$ cat src/rtl/reg_file_mp.sv
// Multi-ported register file with per-register scoreboard busy bits.
// Register 0 is hardwired to zero. Write ports are indexed, and the highest index wins on a collision.
module reg_file_mp #(
    parameter int REG_WIDTH  = 32,
    parameter int FILE_DEPTH = 32,
    parameter int NUM_RD     = 2,
    parameter int NUM_WR     = 1,
    parameter int REG_OUTPUT = 0,
    parameter int BYPASS     = 1,
    localparam int ADDR_WIDTH = $clog2(FILE_DEPTH)
) (
    input  logic                         i_clk,
    input  logic                         i_reset_n,
    input  logic [NUM_RD*ADDR_WIDTH-1:0] i_rd_addr,
    output logic [NUM_RD*REG_WIDTH-1:0]  o_rd_data,
    output logic [NUM_RD-1:0]            o_rd_busy,
    input  logic [NUM_WR-1:0]            i_wr_en,
    input  logic [NUM_WR*ADDR_WIDTH-1:0] i_wr_addr,
    input  logic [NUM_WR*REG_WIDTH-1:0]  i_wr_data,
    input  logic                         i_issue_en,
    input  logic [ADDR_WIDTH-1:0]        i_issue_addr,
    input  logic                         i_flush
);

    logic [REG_WIDTH-1:0]     r_regs [FILE_DEPTH];
    logic [FILE_DEPTH-1:0]    r_busy;
    logic [NUM_RD*REG_WIDTH-1:0] w_rd_data;
    logic [NUM_RD-1:0]           w_rd_busy;

    // Ascending port order makes the last non-blocking write (the highest port) win.
    always_ff @(posedge i_clk or negedge i_reset_n) begin
        if (!i_reset_n) begin
            for (int i = 0; i < FILE_DEPTH; i++) begin
                r_regs[i] <= '0;
            end
        end else begin
            for (int j = 0; j < NUM_WR; j++) begin
                if (i_wr_en[j] && (i_wr_addr[j*ADDR_WIDTH +: ADDR_WIDTH] != '0)) begin
                    r_regs[i_wr_addr[j*ADDR_WIDTH +: ADDR_WIDTH]] <= i_wr_data[j*REG_WIDTH +: REG_WIDTH];
                end
            end
        end
    end

    // Write-back clears and issue sets afterwards, so issue wins on the same register.
    always_ff @(posedge i_clk or negedge i_reset_n) begin
        if (!i_reset_n) begin
            r_busy <= '0;
        end else if (i_flush) begin
            r_busy <= '0;
        end else begin
            for (int j = 0; j < NUM_WR; j++) begin
                if (i_wr_en[j]) begin
                    r_busy[i_wr_addr[j*ADDR_WIDTH +: ADDR_WIDTH]] <= 1'b0;
                end
            end
            if (i_issue_en) begin
                r_busy[i_issue_addr] <= 1'b1;
            end
            r_busy[0] <= 1'b0;
        end
    end

    for (genvar k = 0; k < NUM_RD; k++) begin : g_rd
        logic [ADDR_WIDTH-1:0] w_addr;
        logic [REG_WIDTH-1:0]  w_data;
        logic                  w_hit;
        logic                  w_busy;

        assign w_addr = i_rd_addr[k*ADDR_WIDTH +: ADDR_WIDTH];

        always_comb begin
            w_data = r_regs[w_addr];
            w_hit  = 1'b0;
            for (int j = 0; j < NUM_WR; j++) begin
                if (i_wr_en[j] && (i_wr_addr[j*ADDR_WIDTH +: ADDR_WIDTH] == w_addr)) begin
                    w_hit = 1'b1;
                    if (BYPASS != 0) begin
                        w_data = i_wr_data[j*REG_WIDTH +: REG_WIDTH];
                    end
                end
            end
            if (w_addr == '0) begin
                w_data = '0;
                w_hit  = 1'b0;
            end
            w_busy = r_busy[w_addr];
            if ((BYPASS != 0) && w_hit && !(i_issue_en && (i_issue_addr == w_addr))) begin
                w_busy = 1'b0;
            end
        end

        // Held at zero during reset so same-cycle bypass cannot leak write data.
        assign w_rd_data[k*REG_WIDTH +: REG_WIDTH] = i_reset_n ? w_data : '0;
        assign w_rd_busy[k]                        = i_reset_n ? w_busy : 1'b0;
    end

    if (REG_OUTPUT != 0) begin : g_out_reg
        logic [NUM_RD*REG_WIDTH-1:0] r_rd_data;
        logic [NUM_RD-1:0]           r_rd_busy;

        always_ff @(posedge i_clk or negedge i_reset_n) begin
            if (!i_reset_n) begin
                r_rd_data <= '0;
                r_rd_busy <= '0;
            end else begin
                r_rd_data <= w_rd_data;
                r_rd_busy <= w_rd_busy;
            end
        end

        assign o_rd_data = r_rd_data;
        assign o_rd_busy = r_rd_busy;
    end else begin : g_out_comb
        assign o_rd_data = w_rd_data;
        assign o_rd_busy = w_rd_busy;
    end

endmodule

$ cat config.mk
export PLATFORM = sky130hd
export DESIGN_NAME = reg_file_mp
export DESIGN_NICKNAME = d
export VERILOG_FILES = /design/src/rtl/reg_file_mp.sv
export SDC_FILE = /design/constraint.sdc
export NUM_CORES = 2
export LEC_CHECK = 0
export CORE_MARGIN = 1
export CORE_UTILIZATION = 50
export CTS_CLUSTER_SIZE = 28
export DETAILED_ROUTE_END_ITERATION = 6
export PLACE_DENSITY_LB_ADDON = 0.05
export SLEW_MARGIN = 0
export SYNTH_ARGS = -nofsm -noshare
export SYNTH_HDL_FRONTEND = slang
export SYNTH_SLANG_ARGS = --single-unit
export TNS_END_PERCENT = 20
$ cat constraint.sdc
create_clock -name i_clk -period 2.75 [get_ports i_clk]
set_input_delay 0.55 -clock i_clk [delete_from_list [all_inputs] [get_ports i_clk]]
set_output_delay 0.55 -clock i_clk [all_outputs]
set_load 0.01 [all_outputs]
Word level (Yosys, flattened, before mapping)
Index checks and enable logic that the tools add are counted.

storage, ports and cells
  flip-flop bits (word level) = 1056
  input bits = 57
  output and inout bits = 66
  logic and storage cells = 103

operators by class
  magnitude comparators = 10
  eq/ne operators = 4
  mux-type cells = 35
  bitwise gates (word level) = 6
  reductions and logical operators = 15

operators with widths
  kind                count
  $bwmux 1024         1
  $mux 32             15
  $bmux 32 s5         2
  $demux 32 s5        1
  $and 32x32->32      1
  $not 32->32         1
  $or 32x32->32       1
  $lt 5x6->1 const B  4
  $eq 5x5->1          4
  $ge 6x6->1 const B  3
  $not 5->6           3
  $mux 1              12
  $bmux 1 s5          2
  $demux 1 s5         2
  $ge 5x1->1 const B  2
  $logic_and 1x1->1   10
  $logic_not 5->1     2
  $lt 6x1->1 const B  1
  $reduce_bool 5->1   1
  $logic_not 1->1     2

Logic depth before layout (Yosys ltp)
  depth after elaboration = 11
  depth in mapped cells = 11
  gate-level depth less buffers = 6

Least setup slack after synthesis
OpenSTA, ideal clock, no wires.

  path type = input to output
  start point = input i_rd_addr[5]
  end point = output o_rd_data[62]
  data arrival time = 2.235 ns
  data required time = 2.200 ns
  slack = -0.035 ns
  cell stages on the path = 9
  buffers on the path = 4
  cell sequence = buf_6 -> buf_12 -> buf_6 -> buf_2 -> mux4_2 -> mux2i_1 -> nand2_1 -> a31oi_1 -> a21oi_1

on the way
  word-level cells in the longest chain between the ends = 7
  elaborated cells on any way between the ends = 10
  classes of those cells = 1 x eq/ne; 6 x mux; 1 x bitwise; 2 x reduce/logical

RTL lines
  item                                        line  RTL
  from (decl)                                 14    input logic [NUM_RD*ADDR_WIDTH-1:0] i_rd_addr,
  $not 5->6 (implied by the code)             73    w_data = r_regs[w_addr];
  $bmux 32 s5                                 73
  $mux 32 (implied by the code) (2 in a row)  73
  $mux 32                                     76    if (i_wr_en[j] && (i_wr_addr[j*ADDR_WIDTH +: ADDR_WIDTH] == w_addr)) begin
  $mux 32 *                                   83    if (w_addr == '0) begin
  $mux 32 *                                   94    assign w_rd_data[k*REG_WIDTH +: REG_WIDTH] = i_reset_n ? w_data : '0;
  to (decl)                                   15    output logic [NUM_RD*REG_WIDTH-1:0] o_rd_data,

Every way passes the cells marked *; elsewhere a longest branch is shown, timed or not. The select of a mux whose other input is x is not followed.

Final worst setup path
  start point = register r_busy[19]
  end point = output o_rd_busy[0]

on the way
  word-level cells in the longest chain between the ends = 4

RTL lines
  item                               line  RTL
  from (decl)                        26    logic [FILE_DEPTH-1:0] r_busy;
  from (signal assigned)             48    r_busy <= '0;
  from (signal assigned)             50    r_busy <= '0;
  from (signal, indexed assignment)  54    r_busy[i_wr_addr[j*ADDR_WIDTH +: ADDR_WIDTH]] <= 1'b0;
  $bmux 1 s5                         87    w_busy = r_busy[w_addr];
  $mux 1 (implied by the code)       87
  $mux 1                             88    if ((BYPASS != 0) && w_hit && !(i_issue_en && (i_issue_addr == w_addr))) begin
  $mux 1                             95    assign w_rd_busy[k] = i_reset_n ? w_busy : 1'b0;
  to (decl)                          16    output logic [NUM_RD-1:0] o_rd_busy,

No other way between the ends. The select of a mux whose other input is x is not followed.

==> flow_metrics.tcl <==
set metrics [dict create \
    die_height_um 342 \
    clk_root_buffer_cell "sky130_fd_sc_hd__clkbuf_16" \
    netlist-cell-type-count 56 \
    initial_utilization 0.505 \
    synth-warning-count 0 \
    cp_num_buf_inv 2 \
    firstDrtPassIters 6 \
    core_area_mm2 0.114 \
    final.period_utilization 1.17 \
    fillerInstances 8495 \
    worst_path_most_repeated_cell "sky130_fd_sc_hd__mux4_2" \
    total_leakage_power_nw 33.0 \
    final_antenna_net_count 0 \
    grt_usage 0.372 \
    crit_chain "buf_4 -> mux4_2 -> mux4_2 -> mux2i_2 -> nor2_1 -> buf_2" \
    criticalPathCategory "flop to primary output" \
    ys_ff_latch 1055 \
    post_route_skew_ps 0 \
    total_half_perimeter_wirelength_after_legalization_and_detailed_placement_um 140000 \
    synth_largest_type_area_fraction 0.457 \
    synth_most_common_cell "sky130_fd_sc_hd__dfrtp_1" \
    critical-path-slowest-cell "sky130_fd_sc_hd__mux4_2" \
    rows 124 \
    synth_sequential_area_ratio 0.457 \
    grt_first_pass_wirelength_um 311000 \
    cts_made_buffers 118 \
    power.density_cell_area_mw_per_mm2 648 \
    fin_total_pwr_w 0.0482 \
    area.growth.synth_to_final_pct 28.9 \
    synthXorXnorAreaFrac 0.00288 \
    clock_tree_from_tritoncts "built" \
    status "finished with violations" \
    design.die.area_mm2 0.117 \
    min_period_ps 3210 \
    worst_setup_path_end_kind "primary output" \
    hold_viol 0 \
    synth_top_family_by_area "multiplexers" \
    worstHoldPathType "input port to async pin" \
    synthMuxAreaShare 0.421 \
    synth.top_cells.by_area "sky130_fd_sc_hd__dfrtp_1 (46%), sky130_fd_sc_hd__mux2_2 (21%), sky130_fd_sc_hd__mux4_2 (16%)" \
    postSynth.asyncResetShare 1.00 \
    worst-endpoint-arrival_ps 2660 \
    antenna_violations_before_repair 2 \
    htree_levels 3 \
    worst_slew_margin_rel 0.322 \
    postPlaceCellArea_mm2 0.0660 \
    maxCapViolCount 0 \
    synth_top_area_cell "sky130_fd_sc_hd__dfrtp_1" \
    timing_max_transition_violations_final 0 \
    grt_max_degree 163 \
    first_drt_iteration_drcs 4075 \
    post_synth_most_frequent_cells "sky130_fd_sc_hd__dfrtp_1 (1,055), sky130_fd_sc_hd__mux2_2 (1,054), sky130_fd_sc_hd__mux4_2 (421), sky130_fd_sc_hd__mux2i_1 (296), sky130_fd_sc_hd__clkbuf_1 (235)" \
    synth_fp_nets 4179 \
    reg2reg_from "r_regs[272]" \
    route.detailed.vias_per_inst 6.59 \
    syn-instance-count 4122 \
    slowest_delay_ps 490 \
    finalWeightedCongestion 0.888 \
    finalSetupTns_ps -17770 \
    dominantRegCellSynth "sky130_fd_sc_hd__dfrtp_1" \
    max_freq_mhz 311 \
    critical_path.top_delay_family "multiplexers" \
    clk_pin_slew_ps 60 \
    routed_wirelength_um 217000 \
    clkSinkCount 1055 \
    area_used_by_multi_input_combinational_logic_mm2 0.0310 \
    timing.critical_path.from "r_busy[19]" \
    drive_above_1_share 0.602 \
    routed-via-count 42100 \
    worst_ir_drop_vdd_mv 0.555 \
    seqCellArea_mm2 0.0264 \
    synthSimpleGateAreaFrac 0.0260 \
    max_slew.worst_pin.slew_ps 1020 \
    report.final.setup_viol 66 \
    cp.required_ps 2200 \
    worst_skew_pair.late_latency_ps 710 \
    nets 4840 \
    post_synth_fa_ha_maj_area_fraction 0 \
    avgRoutedWirePerCell_um 34.0 \
    drt_drc_violations_left 0 \
    synth_area_mm2 0.0577 \
    postLayoutCellArea_mm2 0.0744 \
    global_route.overflow_total 0 \
    boundaryPins 123 \
    synth_compound_gate_area_share 0.0531 \
    timing.final.ws_setup_ps -462 \
    crit_fanout 2 \
    number_of_flops_mapped_to_enable_cells_by_yosys 0 \
    grt_pass1_vias 42500 \
    crit_path_start_kind "flop" \
    buffer_ports.inserted 122 \
    ctsLongestPathBuffers 3 \
    fp.dieW_um 342 \
    syn-mean-instance-area_um2 14.0 \
    violations_in_the_final_reports "negative setup slack" \
    setup_repair_after_global_routing_missed_its_margin "yes" \
]
==> metal layers <==
metal / global-route usage / wire length [um]
met1: 0.525 / 90000
met2: 0.573 / 101000
met3: 0.0683 / 17400
met4: 0.142 / 9320
met5: 0 / 11
==> report_power, final <==
part           internal [W]  switching (W)  leakage, nW
clock               0.00935        0.00679         1.95
combinational       0.00678        0.00479         17.5
sequential           0.0184        0.00214         13.6
total                0.0345         0.0137         33.0
==> state kept, by name, indices dropped and copies added (netlist names) <==
signal and cells:
r_regs 1024, r_busy 31
==> path summary, 6_finish.rpt <==
kind	endpoint	slack (ps)	depth (start not counted)
max reg2reg	r_regs[272]	1760	3
max in group asynchronous	r_regs[434]	530	6
min reg2reg	r_regs[1014]	400	0
max	o_rd_busy[0]	-460	6
min	r_regs[342]	90	3
min in group i_clk	r_regs[1014]	400	0
==> worst reg2reg max path, cell delays in order, from the launching register on <==
cell and delay (ps):
sky130_fd_sc_hd__dfrtp_1 400, sky130_fd_sc_hd__buf_6 120, sky130_fd_sc_hd__buf_4 120, sky130_fd_sc_hd__mux2_2 240
==> stage by stage <==
stage	setup WS, ps	std cells	hold slack, ps	util
after global placement	-1210	5981	378	0.577
final	-462	6393	90.2	0.651
after CTS	-486	6308	373	0.635
after detailed placement	-1220	5981	382	0.577
after global routing	-517	6390	70.5	0.651
after floorplan	-12.8	4122	254	-
==> layout make-up <==
cell class                 instances  area share
timing repair buffer            1005       0.151
sequential                      1055       0.355
clock buffer                     175      0.0473
clock inverter                    40     0.00536
antenna                            3    0.000101
inverter                           3    0.000185
multi-input combinational       2600       0.416
tap                             1512      0.0254
==> kinds of logic after synthesis <==
kind of cell	after synthesis
simple gates	326
flops	1055
xor+xnor	19
buf+inv	467
compound gates	484
mux	1771
==> cell usage in the layout (no fill, tap or decap), types with 12 or more instances in the layout <==
cell	synthesis	routed
sky130_fd_sc_hd__dfrtp_1	1055	1055
sky130_fd_sc_hd__mux2_2	1054	1052
sky130_fd_sc_hd__buf_4	39	573
sky130_fd_sc_hd__mux4_2	421	421
sky130_fd_sc_hd__mux2i_1	296	261
sky130_fd_sc_hd__buf_12	2	181
sky130_fd_sc_hd__clkbuf_16	0	124
sky130_fd_sc_hd__nand2_1	111	90
sky130_fd_sc_hd__a21oi_1	138	80
sky130_fd_sc_hd__buf_6	21	80
sky130_fd_sc_hd__o21ai_0	130	73
sky130_fd_sc_hd__nor2_1	102	66
sky130_fd_sc_hd__a21oi_2	0	54
sky130_fd_sc_hd__buf_2	107	49
sky130_fd_sc_hd__buf_16	0	40
sky130_fd_sc_hd__clkdlybuf4s50_1	0	40
sky130_fd_sc_hd__o21ai_1	0	38
sky130_fd_sc_hd__clkbuf_8	0	34
sky130_fd_sc_hd__clkinv_2	0	28
sky130_fd_sc_hd__a22oi_1	32	27
sky130_fd_sc_hd__mux2i_2	0	24
sky130_fd_sc_hd__nor2_4	0	23
sky130_fd_sc_hd__clkbuf_1	235	23
sky130_fd_sc_hd__a221oi_2	1	22
sky130_fd_sc_hd__buf_8	6	21
sky130_fd_sc_hd__o22ai_1	35	20
sky130_fd_sc_hd__nand3_1	25	20
sky130_fd_sc_hd__nand2_4	0	17
sky130_fd_sc_hd__o221ai_1	26	16
sky130_fd_sc_hd__a211oi_1	29	15
sky130_fd_sc_hd__o21ai_2	0	15
sky130_fd_sc_hd__nor2_2	0	13
sky130_fd_sc_hd__o22ai_2	0	13
sky130_fd_sc_hd__a221o_1	12	12
==> timing repair <==
item / 4_1_cts / 5_1_grt
endpoints found under the hold margin: 23 / 0
hold buffers: 1 / 0
gates cloned: 25 / 5
buffers inserted: 93 / 109
pin swaps: 95 / 140
gates resized for setup: 525 / 350
endpoints found under the setup margin: 66 / 275
Power figures use the tool's default switching activity.
